==> src/rtl/vend_countdown.sv <==
// -----------------------------------------------------------------------------
// vend_countdown
//
// Transaction countdown timer for the vending machine. The slow square wave
// from the tick divider arrives as a plain clk-domain signal; its rising edges
// are detected here. A prescaler groups TICKS_PER_UNIT rises into one unit, and
// each unit decrements the loaded count (0..99). Start, pause and cancel
// control the countdown. Outputs drive the display (binary and BCD), a
// low-time warning and a single-cycle expiry pulse to the vending controller.
//
// Parameters
//   TICKS_PER_UNIT : tick rising edges per one-unit decrement (>= 1)
//   WARN_SECS      : warn while running and 0 < remaining <= WARN_SECS
//
// Ports
//   clk       in   system clock
//   rst_n     in   asynchronous active-low reset
//   tick      in   divided square wave, synchronous to clk
//   start     in   one-cycle pulse: load load_val (saturated to 99) and run
//   pause     in   level: freezes counting while high in RUN
//   cancel    in   one-cycle pulse: abort to IDLE, clear the count
//   load_val  in   [6:0] initial count in units
//   remaining out  [6:0] current count (registered)
//   bcd_tens  out  [3:0] tens digit of remaining
//   bcd_ones  out  [3:0] ones digit of remaining
//   running   out  high in RUN and PAUSE (registered)
//   warn      out  low-time warning
//   expired   out  one-cycle pulse when the count reaches zero (registered)
// -----------------------------------------------------------------------------
module vend_countdown #(
  parameter int TICKS_PER_UNIT = 100,
  parameter int WARN_SECS      = 5
) (
  input  logic       clk,
  input  logic       rst_n,
  input  logic       tick,
  input  logic       start,
  input  logic       pause,
  input  logic       cancel,
  input  logic [6:0] load_val,
  output logic [6:0] remaining,
  output logic [3:0] bcd_tens,
  output logic [3:0] bcd_ones,
  output logic       running,
  output logic       warn,
  output logic       expired
);

  // Prescaler is at least one bit wide so TICKS_PER_UNIT = 1 still elaborates.
  localparam int PW = (TICKS_PER_UNIT > 1) ? $clog2(TICKS_PER_UNIT) : 1;

  localparam logic [PW-1:0] PRE_ZERO = PW'(0);
  localparam logic [PW-1:0] PRE_ONE  = PW'(1);
  localparam logic [PW-1:0] PRE_MAX  = PW'(TICKS_PER_UNIT - 1);

  localparam logic [6:0] MAX_LOAD = 7'd99;
  localparam logic [6:0] WARN_LIM = 7'((WARN_SECS > 99) ? 99 : WARN_SECS);

  typedef enum logic [1:0] {
    ST_IDLE  = 2'd0,
    ST_RUN   = 2'd1,
    ST_PAUSE = 2'd2,
    ST_DONE  = 2'd3
  } state_t;

  // Split a 0..99 binary count into {tens, ones} BCD digits.
  function automatic logic [7:0] to_bcd(input logic [6:0] bin);
    logic [3:0] tens_v;
    logic [3:0] ones_v;
    tens_v = 4'(bin / 7'd10);
    ones_v = 4'(bin - (7'(tens_v) * 7'd10));
    return {tens_v, ones_v};
  endfunction

  // Clamp an out-of-range load request to the display maximum.
  function automatic logic [6:0] sat_load(input logic [6:0] val);
    logic [6:0] res_v;
    if (val > MAX_LOAD) begin
      res_v = MAX_LOAD;
    end else begin
      res_v = val;
    end
    return res_v;
  endfunction

  state_t        state_r;
  state_t        state_nx_s;
  logic [6:0]    rem_r;
  logic [6:0]    rem_nx_s;
  logic [PW-1:0] pre_r;
  logic [PW-1:0] pre_nx_s;
  logic          tick_d_r;
  logic          tick_rise_s;
  logic          expired_r;
  logic          expired_nx_s;
  logic          running_r;
  logic          running_nx_s;
  logic [6:0]    load_sat_s;
  logic [7:0]    bcd_s;

  // tick_d resets high so a tick already high at reset release is not a rise.
  assign tick_rise_s = tick & ~tick_d_r;
  assign load_sat_s  = sat_load(load_val);

  // Tick history register for rising-edge detection.
  always_ff @(posedge clk or negedge rst_n) begin
    if (!rst_n) begin
      tick_d_r <= 1'b1;
    end else begin
      tick_d_r <= tick;
    end
  end

  // Next-state, next-count and next-prescaler decode; cancel > start > pause > tick.
  always_comb begin
    state_nx_s   = state_r;
    rem_nx_s     = rem_r;
    pre_nx_s     = pre_r;
    expired_nx_s = 1'b0;

    if (cancel) begin
      state_nx_s = ST_IDLE;
      rem_nx_s   = 7'd0;
      pre_nx_s   = PRE_ZERO;
    end else if (start) begin
      pre_nx_s = PRE_ZERO;
      if (load_sat_s == 7'd0) begin
        // Zero load expires straight away without passing through RUN.
        state_nx_s   = ST_DONE;
        rem_nx_s     = 7'd0;
        expired_nx_s = 1'b1;
      end else begin
        state_nx_s = ST_RUN;
        rem_nx_s   = load_sat_s;
      end
    end else begin
      case (state_r)
        ST_IDLE: begin
          state_nx_s = ST_IDLE;
        end
        ST_RUN: begin
          if (pause) begin
            // The rise coinciding with pause entry is dropped.
            state_nx_s = ST_PAUSE;
          end else if (tick_rise_s) begin
            if (pre_r >= PRE_MAX) begin
              pre_nx_s = PRE_ZERO;
              if (rem_r <= 7'd1) begin
                state_nx_s   = ST_DONE;
                rem_nx_s     = 7'd0;
                expired_nx_s = 1'b1;
              end else begin
                rem_nx_s = rem_r - 7'd1;
              end
            end else begin
              pre_nx_s = pre_r + PRE_ONE;
            end
          end else begin
            state_nx_s = ST_RUN;
          end
        end
        ST_PAUSE: begin
          // Resume on pause release; the rise in the release cycle is dropped.
          if (!pause) begin
            state_nx_s = ST_RUN;
          end else begin
            state_nx_s = ST_PAUSE;
          end
        end
        ST_DONE: begin
          state_nx_s = ST_DONE;
          rem_nx_s   = 7'd0;
        end
        default: begin
          // Illegal encoding: fall back to a safe, cleared IDLE.
          state_nx_s = ST_IDLE;
          rem_nx_s   = 7'd0;
          pre_nx_s   = PRE_ZERO;
        end
      endcase
    end
  end

  // running follows the next state so it lines up with remaining.
  always_comb begin
    running_nx_s = 1'b0;
    if ((state_nx_s == ST_RUN) || (state_nx_s == ST_PAUSE)) begin
      running_nx_s = 1'b1;
    end else begin
      running_nx_s = 1'b0;
    end
  end

  // State, count, prescaler and registered output flags.
  always_ff @(posedge clk or negedge rst_n) begin
    if (!rst_n) begin
      state_r   <= ST_IDLE;
      rem_r     <= 7'd0;
      pre_r     <= PRE_ZERO;
      expired_r <= 1'b0;
      running_r <= 1'b0;
    end else begin
      state_r   <= state_nx_s;
      rem_r     <= rem_nx_s;
      pre_r     <= pre_nx_s;
      expired_r <= expired_nx_s;
      running_r <= running_nx_s;
    end
  end

  // Low-time warning, decoded from the state and count registers.
  always_comb begin
    warn = 1'b0;
    if (((state_r == ST_RUN) || (state_r == ST_PAUSE)) &&
        (rem_r != 7'd0) && (rem_r <= WARN_LIM)) begin
      warn = 1'b1;
    end else begin
      warn = 1'b0;
    end
  end

  assign bcd_s     = to_bcd(rem_r);
  assign bcd_tens  = bcd_s[7:4];
  assign bcd_ones  = bcd_s[3:0];
  assign remaining = rem_r;
  assign running   = running_r;
  assign expired   = expired_r;

endmodule

==> config.mk <==
export PLATFORM = sky130hd
export DESIGN_NAME = vend_countdown
export DESIGN_NICKNAME = d
export VERILOG_FILES = /design/src/rtl/vend_countdown.sv
export SDC_FILE = /design/constraint.sdc
export NUM_CORES = 1
export LEC_CHECK = 0
export CORE_MARGIN = 10
export CORE_UTILIZATION = 57
export DETAILED_ROUTE_END_ITERATION = 8
export HOLD_SLACK_MARGIN = 0.05
export PLACE_DENSITY_LB_ADDON = 0.25
export SLEW_MARGIN = 25
export SYNTH_ARGS = -nofsm -noshare
export SYNTH_HDL_FRONTEND = slang
export SYNTH_SLANG_ARGS = --single-unit
==> constraint.sdc <==
create_clock -name clk -period 9.14 [get_ports clk]
set_input_delay 1.828 -clock clk [delete_from_list [all_inputs] [get_ports clk]]
set_output_delay 1.828 -clock clk [all_outputs]
set_load 0.005 [all_outputs]
==> results of run 1 <==
## metal layers
| metal | up-vias | track usage (%) | wire length [um] |
|---|---|---|---|
| li1 | 830 | - | - |
| met1 | 774 | 21.3 | 2000 |
| met2 | 56 | 22.5 | 1780 |
| met3 | 4 | 5.21 | 376 |
| met4 | 0 | 2.68 | 19 |
| met5 | - | 0 | 0 |
## Yosys cell counts (all sizes together), types with 3 or more instances
| cell type | n |
|---|---|
| a21o | 4 |
| a21oi | 15 |
| and2 | 3 |
| buf | 6 |
| dfrtp | 18 |
| ha | 13 |
| inv | 14 |
| nand2 | 19 |
| nand2b | 3 |
| nand3 | 4 |
| nor2 | 27 |
| nor2b | 4 |
| nor3 | 5 |
| nor4 | 5 |
| o21ai | 15 |
| o21bai | 4 |
| o22ai | 3 |
| or2 | 6 |
| or3 | 3 |
| xnor2 | 3 |
## how the worst min path moves through the flow
| stage | slack (ns) | endpoint | cells past startpoint |
|---|---|---|---|
| floorplan | 0.47 | pre_r[6] | 2 |
| global placement | 0.49 | pre_r[6] | 2 |
| detailed placement | 0.49 | pre_r[6] | 2 |
| CTS | 0.52 | pre_r[6] | 2 |
| global route | 0.58 | pre_r[6] | 2 |
| finish | 0.52 | pre_r[6] | 2 |
## power by group through the flow
stage          Sequential [mW]  Combinational (mW)  Clock [mW]
6_report                 0.104               0.190      0.0448
5_1_grt                  0.106               0.213      0.0492
4_1_cts                  0.104               0.192      0.0460
3_5_place_dp             0.106               0.191           0
3_3_place_gp             0.105               0.189           0
2_1_floorplan           0.0980               0.122           0
## metrics by stage
stage	setup WS, ns	cell area (um2)	utilization [%]	cells	hold slack [ns]
detailed placement	3.04	2050	68.2	273	0.491
global route	2.26	2080	69.1	277	0.581
floorplan	3.67	1770	-	218	0.466
finish	2.70	2080	69.1	277	0.524
CTS	2.66	2080	69.1	277	0.520
global placement	3.16	2050	68.2	273	0.488
## cell type report
class	instances	share of cell area [%]
inverter	14	2.53
tap	33	1.99
timing repair buffer	30	14.5
clock inverter	1	0.241
clock buffer	3	1.08
sequential	19	23.0
multi-input combinational	177	56.7
## cells by family (layout without fill, tap and decap cells)
kind of cell	after synthesis	after routing	synth area share, %
DFF	19	19	27.0
and+or+nand+nor	94	94	27.9
AOI/OAI and AO/OA	61	61	23.8
muxes	2	2	1.13
buffers and inverters	22	48	6.31
xor gates and xnor gates	5	5	2.91
adders and majority gates	15	15	10.9
## registers in the layout (all words and copies together), names as in the netlist
register   flops
running        1
pre_r          7
tick_d_r       1
expired        1
state_r        2
remaining      7
## worst register-to-register path: stages, from the launching register on
cell and delay, ns:
dfrtp_1 0.56, inv_1 0.14, ha_1 0.24, nand4bb_1 0.16, o21bai_1 0.18, or2_2 0.38
nor4_1 0.26, a21oi_1 0.07, o21ai_0 0.17
==> results by group, run 1 <==
STA
  – Period utilization: 70.5%
  – Worst Max-Slew Pin Slew: 0.848 ns
  – Max Slew Vio Count: 0
  – Tmin final: 6.44 ns
  – Final Skew: roughly 0.0033 ns
  – Final Hold Vio Count: 0
  – Final setup vio count: 0
  – Setup TNS: 0 ns
  – RSZ-0062 raised after global routing: false
  – Highest Clock Rate: 0.155 GHz
  – Slew HR: 43.3%

Logic synthesis
  – Area share of the largest cell type after synthesis: 25.5%
  – Fraction of registers with async set/reset: 100%
  – Post-synthesis register bit count: 19
  – Mapped Nets: about 250
  – Most used flip-flop cell after synthesis: dfrtp_1
  – Synth cell types: 61
  – Post-synthesis sequential area ratio: 27.0%
  – Syn Area/Cell: 8.10 um2
  – Post-Syn Area: between 0.0015 and 0.002 mm2
  – Top cells by area, synth: dfrtp_1 (26%), ha_1 (9.2%), nor2_1 (5.7%)
  – Cell taking the most area after synthesis: dfrtp_1
  – Post-synth EDFFs: 0
  – Mapped Cells: 218
  – Syn. warnings: 0

Floorplan
  – Die ar.: 0.00572 mm2
  – Core area: 0.00300 mm2
  – Die extent in y: approximately 76 um
  – Cell Rows: 20
  – Initial Util: 58.8%
  – Die X: around 76 um
  – I/O pins: 31

Pwr
  – PD cells: 163 mW/mm2
  – Net load switching power: around 0.13 mW
  – Internal: roughly 0.21 mW
  – Leak: 0.898 nW
  – Reg power frac: 30.7%
  – Clock share of power: 13.2%
  – Peak supply drop: 111 uV
  – Combinational Power Share: 56.1%
  – Power Total: 0.339 mW
  – Net Sw Frac: between 30% and 40%

Drt
  – Avg Vias per Cell: 6.01
  – Total routed wirelength: 4.18 mm
  – First drt pass iteration count: 5
  – DR WL/cell: 15.1 um
  – Vias: 1,664
  – Remaining antenna violation count: 0
  – 1st-iter DRT viols: 117
  – DR DRC count: 0

Clocking
  – CTS Buf Count: 3
  – Clock slew at reported path FFs: 0.11 ns
  – CTS Buffer Depth: 2
  – H-tree depth: 1
  – Clk_lat worst skew: a little over 0.3 ns
  – Setup Buffers After CTS: 0
  – CTS Sinks: 19
  – Post-CTS Hold Fix Bufs: 0
  – Cts repair resizes: 0
  – Root Driver: clkbuf_4
  – CTS tree: built

Setup path
  – Worst R2R Start: remaining[5]
  – Largest stage delay, worst path: 0.54 ns
  – WP depth: 18
  – Setup crit start kind: flip-flop
  – Reg-to-reg endpoint: remaining[6]
  – Worst R2R Path Depth: 8
  – CP endpoint kind: output pin
  – FF-to-FF setup slack: 6.90 ns
  – Critical Path RT: 7.31 ns
  – Slowest-stage cell, CP: clkdlybuf4s50_1
  – Crit path DAT: 4.62 ns
  – Worst Path Class, Setup: flip-flop to output pin
  – Crit path from: remaining[5]
  – CP Buf/Inv Count: 4
  – Crit path max-delay family: adder cells
  – Crit path capture: bcd_ones[3]
  – CP Cell Sequence: inv_1, ha_1, a21o_1, nand2_1, maj3_1, nand2_1, nand3_1, inv_1, ha_1, and2_2, o21ai_0, ha_1, inv_1, fa_1, nor2b_1, mux2i_1, nor4bb_1, clkdlybuf4s50_1
  – Highest fanout seen on the critical path: 11

Cells and area
  – Ratio of cells with drive above 1 in the final layout: around 8%
  – Fillers: 257
  – Most frequent cells in the layout: clkdlybuf4s50_1 (30), nor2_1 (27), nand2_1 (19)
  – Multi-input gate area: 0.00118 mm2
  – Final net count: 272
  – Storage cell area: 477 um2
  – Commonest non-fill, non-tap cell in the layout: clkdlybuf4s50_1
  – Area grow syn2layout: 17.6%
  – # diodes: 0

Global routing
  – Largest net degree at the start of global routing: 20
  – Number of global-route vias before repair: approximately 1,500
  – Grt ovf: 0
  – First-pass GRT wire length: roughly 7.0 mm
  – Initial antenna violation count: 0
  – GRT Total Usage: 15.3%

Hold path
  – Hold Crit Class: flip-flop to flip-flop
  – Hold Startpoint: pre_r[6]

Run
  – Max-Cap Viols: 0

Placed design
  – HPWL after detailed placement: 3.22 mm
  – GPL Wtd Cong: between 0.8 and 0.9
  – IO Port Bufs: 30

Outcome
  – Run status: finished, final reports clean
Note: power is estimated with default switching activity, not from simulation.
==> run 2, diff against run 1 <==
--- a/config.mk
+++ b/config.mk
@@ -6,7 +6,7 @@
 export NUM_CORES = 1
 export LEC_CHECK = 0
 export CORE_MARGIN = 10
-export CORE_UTILIZATION = 57
+export CORE_UTILIZATION = 53
 export DETAILED_ROUTE_END_ITERATION = 8
 export HOLD_SLACK_MARGIN = 0.05
 export PLACE_DENSITY_LB_ADDON = 0.25
==> constraint.sdc (replaced) <==
create_clock -name clk -period 6.6 [get_ports clk]
set_input_delay 1.32 -clock clk [delete_from_list [all_inputs] [get_ports clk]]
set_output_delay 1.32 -clock clk [all_outputs]
set_load 0.005 [all_outputs]
==> run 2 against run 1 <==
Net effect: power increased by 38%; critical endpoint unchanged; largest cell class unchanged; clock skew down 0.00057 ns; die area increased by 5.5%; non-clock buffer count did not move; global-route usage is 0.90 points lower; highest routed layer unchanged.
==> results by group, run 2 (synthesis gave the netlist of run 1 again) <==
STA
  – Final worst slack: 0.559 ns (-2.14 ns)
  – Setup TNS: 0 ns (unchanged)
  – Max Slew Vio Count: 0 (unchanged)
  – Final Hold Vio Count: 0 (unchanged)
  – Tmin final: roughly 6.0 ns
  – Worst Max-Slew Pin Slew: 0.882 ns (+0.0339 ns)
  – Period utilization: between 90% and 100%
  – Final setup vio count: 0 (unchanged)
  – Final Skew: 0.00273 ns (-0.000572 ns)
  – Highest Clock Rate: 0.166 GHz
  – Slew HR: 41.0% (-2.3 points)
  – RSZ-0062 raised after global routing: false

Setup path
  – Slowest-stage cell, CP: clkdlybuf4s50_1
  – CP Cell Sequence: inv_1, ha_1, a21o_1, nand2_1, maj3_1, nand2_1, nand3_1, inv_1, ha_1, and2_2, o21ai_0, ha_1, inv_1, fa_1, nor2b_1, mux2i_1, nor4bb_1, clkdlybuf4s50_1
  – Worst Path Class, Setup: flip-flop to output pin
  – Highest fanout seen on the critical path: 11 (unchanged)
  – CP endpoint kind: output pin
  – Crit path max-delay family: adder cells
  – Crit path DAT: 4.72 ns (+0.10 ns)
  – Worst R2R Start: remaining[5]
  – Worst R2R Path Depth: 8 (unchanged)
  – CP Buf/Inv Count: 4 (unchanged)
  – FF-to-FF setup slack: 4.37 ns (-2.53 ns)
  – Setup crit start kind: flip-flop
  – Crit path from: remaining[5]
  – Crit path capture: bcd_ones[3]
  – Critical Path RT: 5.28 ns (-2.03 ns)
  – Largest stage delay, worst path: 0.55 ns (about the same)
  – WP depth: 18 (unchanged)
  – Reg-to-reg endpoint: remaining[1]

Cells and area
  – Area grow syn2layout: 18.3%
  – Most frequent cells in the layout: clkdlybuf4s50_1 (30), nor2_1 (27), nand2_1 (19)
  – # diodes: 0 (unchanged)
  – Commonest non-fill, non-tap cell in the layout: clkdlybuf4s50_1
  – Ratio of cells with drive above 1 in the final layout: 7.79% (-0.41 points)
  – Final net count: 272 (unchanged)
  – Fillers: 275 (+7.0%)
  – Util after Layout: 66.8% (-2.4 points)
  – Largest regs: pre_r: 7 flops, remaining: 7 flops, state_r: 2 flops
  – Post-route cell area: 0.00209 mm2 (+0.60%)

Clocking
  – Setup Buffers After CTS: 0 (unchanged)
  – CTS Buf Count: 3 (unchanged)
  – CTS Sinks: 19 (unchanged)
  – H-tree depth: 1 (unchanged)
  – Clk_lat worst skew: 0.29 ns (-0.02 ns)
  – CTS tree: built
  – CTS Buffer Depth: 2 (unchanged)
  – Post-CTS Hold Fix Bufs: 0 (unchanged)
  – Root Driver: clkbuf_4
  – Cts repair resizes: 0 (unchanged)
  – Clock slew at reported path FFs: 0.10 ns (about the same)

Pwr
  – PD cells: 224 mW/mm2 (+37%)
  – Peak supply drop: 166 uV (+50%)
  – Leak: 0.896 nW (-0.30%)
  – Power Total: 0.469 mW (+38%)

Floorplan
  – Die ar.: 0.00604 mm2 (+5.5%)
  – Initial Util: 56.4% (-2.4 points)
  – Cell Rows: 20 (unchanged)
  – Die X: 77.7 um (+2.7%)
  – Core area: 0.00313 mm2 (+4.2%)
  – Die extent in y: 77.7 um (+2.7%)
  – I/O pins: 31 (unchanged)

Global routing
  – GRT Total Usage: 14.4% (-0.90 points)
  – First-pass GRT wire length: 7.56 mm (+7.7%)
  – Number of global-route vias before repair: 1,643 (+6.9%)
  – Grt ovf: 0 (unchanged)
  – Initial antenna violation count: 0 (unchanged)
  – Largest net degree at the start of global routing: 20 (unchanged)

Hold path
  – Hold Crit Class: flip-flop to flip-flop

Placed design
  – Dpl ws: 0.877 ns (-2.16 ns)
  – HPWL after detailed placement: 3.37 mm (+4.7%)
  – GPL Wtd Cong: 0.815 (-3.2%)
  – Area after DPL: 0.00206 mm2 (+0.67%)
  – IO Port Bufs: 30 (unchanged)

Drt
  – Vias: 1,667 (+0.18%)
  – Total routed wirelength: 4.30 mm (+2.7%)
  – DR DRC count: 0 (unchanged)
  – Remaining antenna violation count: 0 (unchanged)
  – Avg Vias per Cell: 5.79 (-3.6%)
  – First drt pass iteration count: 4 (-1)
  – 1st-iter DRT viols: 156 (+33%)
  – DR WL/cell: 14.9 um (-1.2%)

Outcome
  – Run status: finished, final reports clean

Run
  – Max-Cap Viols: 0 (unchanged)
## run 2: per-layer routing
layer	GRT usage, %	part of all wire [%]
met1	19.1	47
met2	22.1	45
met3	4.95	7.0
met4	2.74	0.33
met5	0	0
## run 2: worst min-delay path, cell delays in order, from the launching register on
cell	delay (ns)
dfrtp_1	0.37
a41oi_1	0.05
nor2_1	0.08
## run 2: worst min-delay path by stage
stage              from       end  cells past startpoint  slack (ns)
4_1_cts        pre_r[6]  pre_r[6]                      2        0.55
2_1_floorplan  pre_r[6]  pre_r[6]                      2        0.47
5_1_grt        pre_r[6]  pre_r[6]                      2        0.57
6_report       pre_r[6]  pre_r[6]                      2        0.54
3_3_place_gp   pre_r[6]  pre_r[6]                      2        0.48
3_5_place_dp   pre_r[6]  pre_r[6]                      2        0.53
## run 2: layout make-up
cell class,instances,area [um2],share of cell area (%)
Clock buffer,4,26.3,1.26
Inverter,14,52.6,2.52
Multi-Input combinational cell,177,1180,56.4
Sequential cell,19,477,22.8
Tap cell,44,55.1,2.64
Timing Repair Buffer,30,300,14.4
## run 2: through the flow
stage | hold slack (ns) | cells
6_report | 0.538 | 288
5_1_grt | 0.574 | 288
4_1_cts | 0.554 | 288
3_5_place_dp | 0.527 | 284
3_3_place_gp | 0.484 | 284
2_1_floorplan | 0.466 | 218
## run 2: where the power goes
part	switching [mW]	total (mW)	leakage, nW	internal (mW)
registers	0.0200	0.144	0.253	0.124
clock network	0.0344	0.0579	0.0150	0.0235
logic	0.125	0.267	0.628	0.142
